<file path="src/rtl/pipe_stage_reg.sv">
// rtl/pipe_stage_reg.sv - parametrised inter-stage pipeline register with flush/hold/bubble and event counters
module pipe_stage_reg #(
  parameter int                 DATA_W     = 160,
  parameter int                 CTRL_W     = 10,
  parameter logic [CTRL_W-1:0]  NOP_CTRL   = '0,
  parameter bit                 CLEAR_DATA = 1'b1,
  parameter int                 CNT_W      = 16
) (
  input  logic              clk,
  input  logic              nrst,
  input  logic              flush,
  input  logic              bubble,
  input  logic              hold,
  input  logic              in_valid,
  input  logic [DATA_W-1:0] in_data,
  input  logic [CTRL_W-1:0] in_ctrl,
  input  logic              cnt_clr,
  output logic              out_valid,
  output logic [DATA_W-1:0] out_data,
  output logic [CTRL_W-1:0] out_ctrl,
  output logic [CNT_W-1:0]  cnt_flush,
  output logic [CNT_W-1:0]  cnt_bubble,
  output logic [CNT_W-1:0]  cnt_hold
);

  typedef enum logic [1:0] {
    ACT_LOAD   = 2'd0,
    ACT_BUBBLE = 2'd1,
    ACT_HOLD   = 2'd2,
    ACT_FLUSH  = 2'd3
  } action_t;

  action_t             w_act;
  logic                r_valid;
  logic [DATA_W-1:0]   r_data;
  logic [CTRL_W-1:0]   r_ctrl;
  logic [CNT_W-1:0]    r_cnt_flush;
  logic [CNT_W-1:0]    r_cnt_bubble;
  logic [CNT_W-1:0]    r_cnt_hold;
  logic [DATA_W-1:0]   w_nop_data;

  // A bubble coinciding with hold is dropped: the upstream stage re-presents its instruction.
  always_comb begin
    w_act = ACT_LOAD;
    if (flush) begin
      w_act = ACT_FLUSH;
    end else if (hold) begin
      w_act = ACT_HOLD;
    end else if (bubble) begin
      w_act = ACT_BUBBLE;
    end
  end

  assign w_nop_data = CLEAR_DATA ? '0 : r_data;

  always_ff @(posedge clk) begin
    if (!nrst) begin
      r_valid <= 1'b0;
      r_data  <= '0;
      r_ctrl  <= NOP_CTRL;
    end else begin
      case (w_act)
        ACT_FLUSH, ACT_BUBBLE: begin
          r_valid <= 1'b0;
          r_data  <= w_nop_data;
          r_ctrl  <= NOP_CTRL;
        end
        ACT_HOLD: begin
          r_valid <= r_valid;
          r_data  <= r_data;
          r_ctrl  <= r_ctrl;
        end
        default: begin
          r_valid <= in_valid;
          r_data  <= in_data;
          r_ctrl  <= in_ctrl;
        end
      endcase
    end
  end

  // Counters saturate at all-ones; clear beats a same-cycle increment.
  always_ff @(posedge clk) begin
    if (!nrst || cnt_clr) begin
      r_cnt_flush  <= '0;
      r_cnt_bubble <= '0;
      r_cnt_hold   <= '0;
    end else begin
      if ((w_act == ACT_FLUSH) && (r_cnt_flush != '1)) begin
        r_cnt_flush <= r_cnt_flush + 1'b1;
      end
      if ((w_act == ACT_BUBBLE) && (r_cnt_bubble != '1)) begin
        r_cnt_bubble <= r_cnt_bubble + 1'b1;
      end
      if ((w_act == ACT_HOLD) && (r_cnt_hold != '1)) begin
        r_cnt_hold <= r_cnt_hold + 1'b1;
      end
    end
  end

  assign out_valid  = r_valid;
  assign out_data   = r_data;
  assign out_ctrl   = r_ctrl;
  assign cnt_flush  = r_cnt_flush;
  assign cnt_bubble = r_cnt_bubble;
  assign cnt_hold   = r_cnt_hold;

endmodule
</file>
<file path="config.mk">
export PLATFORM = sky130hd
export DESIGN_NAME = pipe_stage_reg
export DESIGN_NICKNAME = d
export VERILOG_FILES = /design/src/rtl/pipe_stage_reg.sv
export SDC_FILE = /design/constraint.sdc
export NUM_CORES = 1
export LEC_CHECK = 0
export BUFFER_PORTS_ARGS = -buffer_cell sky130_fd_sc_hd__buf_2
export CORE_UTILIZATION = 25
export DETAILED_ROUTE_END_ITERATION = 16
export GPL_ROUTABILITY_DRIVEN = 1
export GPL_TIMING_DRIVEN = 0
export PLACE_DENSITY = 0.6
export RECOVER_POWER = 50
export SYNTH_ARGS = -nofsm -noshare
export SYNTH_HDL_FRONTEND = slang
export SYNTH_SLANG_ARGS = --single-unit
</file>
<file path="constraint.sdc">
create_clock -name clk -period 2.2 [get_ports clk]
set_clock_uncertainty 0.05 [all_clocks]
set_input_delay 0.44 -clock clk [delete_from_list [all_inputs] [get_ports clk]]
set_output_delay 0.44 -clock clk [all_outputs]
set_load 0.01 [all_outputs]
</file>
### Yosys cells after proc, flatten, opt, wreduce, memory -nomap -nowiden

Index checks and enable logic that the tools add are counted.

| storage, ports and cells | value |
|---|---|
| register bits | 219 |
| output and inout bits | 219 |

| cells by class | value |
|---|---|
| eq/ne operators | 6 |
| $add $sub $neg | 3 |
| muxes and demuxes | 6 |
| reductions and logical operators | 6 |

Operators by type and width:

| cell | count |
|---|---|
| case mux 160 bit (2 select lines) | 1 |
| adder 16 x 1 -> 16 bit, second input constant | 3 |
| != test 16 bit, second input constant | 3 |
| case mux 10 bit (2 select lines) | 1 |
| == test 2 bit, second input constant | 2 |
| two-way mux 2 bit | 2 |
| logical AND 1 bit | 3 |
| == test 2 x 1 -> 1 bit, second input constant | 1 |
| case mux 1 bit (2 select lines) | 1 |
| OR reduction 2 bit | 1 |
| zero test 1 bit | 1 |
| logical OR 1 bit | 1 |
| two-way mux 1 bit | 1 |

### Logic depth before layout (Yosys ltp)

| depth | value |
|---|---|
| depth after elaboration | 6 |
| gate-level depth with buffers | 6 |
| gate-level depth less buffers | 5 |

### Worst setup path before layout

Ideal clock, no wire load.

| path | value |
|---|---|
| path type | input to register |
| from | input port hold |
| to | register r_cnt_bubble[15], in the netlist cnt_bubble[15] |
| stages | 6 |
| required time | 2.080 ns |
| slack | -0.084 ns |
| setup time | 0.070 ns |
| arrival | 2.163 ns |
| cells stage by stage | or3b_1 -> buf_2 -> or4_1 -> buf_2 -> or4_1 -> a21oi_1 |

| between the ends | value |
|---|---|
| cells in the longest elaborated chain, start to end | 4 |

RTL lines:

| element | RTL line | source |
|---|---|---|
| from (decl) | 13 | `input logic hold,` |
| two-way mux 2 bit | 47 | `end else if (hold) begin` |
| two-way mux 2 bit | 45 | `if (flush) begin` |
| == test 2 x 1 -> 1 bit | 92 | `if ((w_act == ACT_BUBBLE) && (r_cnt_bubble != '1)) begin` |
| logical AND 1 bit | 92 |  |
| to (signal assigned) | 93 | `r_cnt_bubble <= r_cnt_bubble + 1'b1;` |
| to (decl) | 38 | `logic [CNT_W-1:0] r_cnt_bubble;` |

No other way between the ends.
A chain may end at the register's enable or synchronous reset.

### Final worst setup path

| path | value |
|---|---|
| from | register r_cnt_bubble[2], in the netlist cnt_bubble[2] |
| to | register r_cnt_bubble[13], in the netlist cnt_bubble[13] |

| between the ends | value |
|---|---|
| cells in the longest elaborated chain, start to end | 2 |
| elaborated cells between the ends (all ways) | 3 |

RTL lines:

| element |
|---|
| parallel branches: the longest is 2 deep, another holds adder 16 x 1 -> 16 bit |

Several ways; the timed one is not identified.

==> results.yml <==
run_status:
  status: "complete, no violations"
synthesis:
  synth_ff_type: "dfxtp_1"
  syn_area_per_cell_um2: 9.70
  synth_edf_count: 0
  synth_xor_area_share_pct: 0.103
  ys_ff_latch: 219
  ys_seq_area_share_pct: 51.7
  yosysMostFrequentCell: "dfxtp_1"
  synth_cell_types: 44
  synthAdderAreaFrac_pct: 0.443
  yosys.area_share.simple_pct: 22.6
  muxShareOfSynthArea_pct: 0.118
  synthCells: 874
  synth.yosys.warnings: 0
  yosysTopAreaCellShare_pct: 51.7
  synth_top_cell_by_area: "dfxtp_1"
  syn-cell-area_um2: 8480
  synthesis.nets: 1054
  synth_top_family_by_area: "simple AND/OR/NAND/NOR gates"
  synthTopCellsByArea: "dfxtp_1, a22oi_1, nor2b_1"
  synth_common_cells: "dfxtp_1, nor2b_1, a22oi_1"
  synth_compound_area_share_pct: 21.6
  async_flop_share_pct: 0
cts:
  clk_pin_slew_ns: 0.06
  cts_inserted_buffers: 26
  insertion_delay_ns: 0.53
  cts_num_sinks: 219
  clk_path_buf_depth: 3
  cts-root-buf: "clkbuf_16"
  cts_tree: "built"
  htreeDepth: 1
grt:
  grt_pass1_wl_um: 42900
  grt_pass1_vias: 7910
  grt_max_degree: 13
  antenna_found_initial: 2
  grt.total_usage_pct: 15.6
  gr-total-overflow: 0
sta:
  slew_violations: 0
  whs_ns: 0.134
  tightest_slew_ns: 0.749
  report.final.hold_viol_count: 0
  slew_headroom_pct: 49.6
  max_freq_ghz: 0.475
  timing.final.crit_period_ns: 2.11
  finalSetupViolCount: 0
  period_share_pct: 95.7
  fin_ws_ns: 0.0942
place:
  dp_hpwl_um: 21500
  numPlacedInstances: 1718
  place_congestion: 0.833
  numPortBuffers: 395
  post-place-ws_ns: -0.599
floorplanning:
  std_cell_rows: 67
  dieWidth_um: 186
  die_y_um: 186
  io_pins: 396
  fp.dieArea_um2: 34600
  start_util_pct: 25.3
  fp.coreArea_um2: 33400
routing:
  viasPerCell: 4.78
  drt_iter0_drc: 408
  dr.pass1.iters: 4
  ant_nets: 0
  wl_per_cell_um: 16.3
  vias: 8428
  drc: 0
  routed_wl_um: 28800
worst_setup_path:
  r2r-start: "cnt_bubble[2]"
  regToRegEndpoint: "cnt_bubble[13]"
  reg2reg_depth: 5
  critPathMaxFanout: 8
  crit_slowest_cell: "or4_1"
  path_delay_family: "simple AND/OR/NAND/NOR gates"
  critical_path_buf_inv_count: 1
  start_kind: "flop"
  cp.required_ns: 2.60
  arrival_ns: 2.51
  path_cells: "nand3_1 -> or4_1 -> buf_2 -> or4_1 -> a21oi_1"
  cp-end-kind: "flop"
  critPathKind: "flop to flop"
  crit_top_cell: "or4_1"
  r2r_slack_ns: 0.09
  crit_path_max_incr_delay_ns: 0.54
power:
  power-per-cell-area_nw_per_um2: 792
  vdd_drop_max_uv: 445
  leakagePower_uw: 0.00405
min_path:
  worstHoldStart: "in_data[52]"
  min_to: "out_data[52]"
  hold_class: "primary input to flop"
  hold_depth: 3
final_layout:
  instances_no_fill: 1765
  area_growth_pct: 38.5
  antenna_cells: 0
  drive_gt1_share_pct: 18.6
  nets: 1479
flow_run:
  max-cap-violations: 0
[layer usage]
metal | vias up | GRT usage, % | routed length (µm)
li1 | 4097 | - | -
met5 | - | 0 | 13
met2 | 300 | 26.0 | 13800
met4 | 2 | 3.80 | 485
met3 | 40 | 4.72 | 2420
met1 | 3989 | 19.5 | 12000
[where the power goes]
part	total, µW	internal (µW)	switching, µW
Sequential	4070	4030	39.5
Combinational	619	277	342
Clock	4600	2900	1700
[tightest hold or removal path, stage by stage]
cell     delay (ns)
buf_2          0.07
a22oi_1        0.06
nor2b_1        0.10
[worst max path at each step]
stage,to,cells after the start,startpoint
floorplan,cnt_bubble[13],6,flush
global placement,out_data[114],7,flush
detailed placement,cnt_hold[14],7,nrst
CTS,out_data[113],7,flush
global route,cnt_flush[15],5,cnt_flush[5]
finish,cnt_bubble[13],5,cnt_bubble[2]
[metrics by stage]
step	instance area (µm²)	util [%]	power (µW)	TNS (ns)
3_5_place_dp	11000	33.0	4800	-65.04
5_1_grt	11700	35.1	9650	-0.0416
4_1_cts	12000	35.8	9450	0
6_report	11700	35.1	9290	0
2_1_floorplan	8480	-	4450	-0.00228
3_3_place_gp	11000	32.9	4790	-216.46
[registers in the layout, indices dropped and copies added, names as in the netlist]
name / cells
cnt_hold: 16
out_ctrl: 10
cnt_bubble: 16
cnt_flush: 16
out_valid: 1
out_data: 160
[kinds of logic after synthesis]
group	Yosys count
AOI/OAI and AO/OA	257
muxes	1
and+or+nand+nor	316
buffers and inverters	77
xor gates and xnor gates	1
DFF	219
adders and majority gates	3
[area by class of cell]
type	instances	area (µm²)
sequential	219	4390
clock inverter	7	139
buffer	68	267
tap	448	561
inverter	8	30.0
clock buffer	39	781
fill	3570	21700
timing repair buffer	398	1740
multi-input combinational	578	3830
[layout by cell type (no fill, tap or decap), drive strengths merged, types with 2 or more instances in the layout]
master / netlist / routed
or3: 12 / 12
and4: 5 / 5
nor2: 9 / 9
nand2: 26 / 26
dfxtp: 219 / 219
and3: 9 / 9
o311ai: 3 / 3
nand3b: 2 / 2
nor3: 4 / 4
a211oi: 3 / 3
a31oi: 6 / 6
nor4: 10 / 10
o21a: 2 / 2
inv: 8 / 8
o21ai: 18 / 18
nand4b: 4 / 4
nand3: 20 / 20
o31ai: 14 / 14
a22oi: 171 / 171
or4: 16 / 16
nand4: 17 / 17
buf: 2 / 191
o41ai: 3 / 3
bufinv: 0 / 4
nor2b: 173 / 173
nand2b: 3 / 3
a41o: 2 / 2
a21oi: 27 / 27
ha: 3 / 3
clkinv: 0 / 3
clkbuf: 67 / 314
a31o: 2 / 2
[what timing repair did]
action                     4_1_cts  5_1_grt
gates cloned                     0        0
pin swaps                        1        1
gates resized for setup          1       11
buffers inserted                 2        0
setup endpoints to repair        6       30
hold buffers                     0        0
Power figures use the tool's default switching activity.
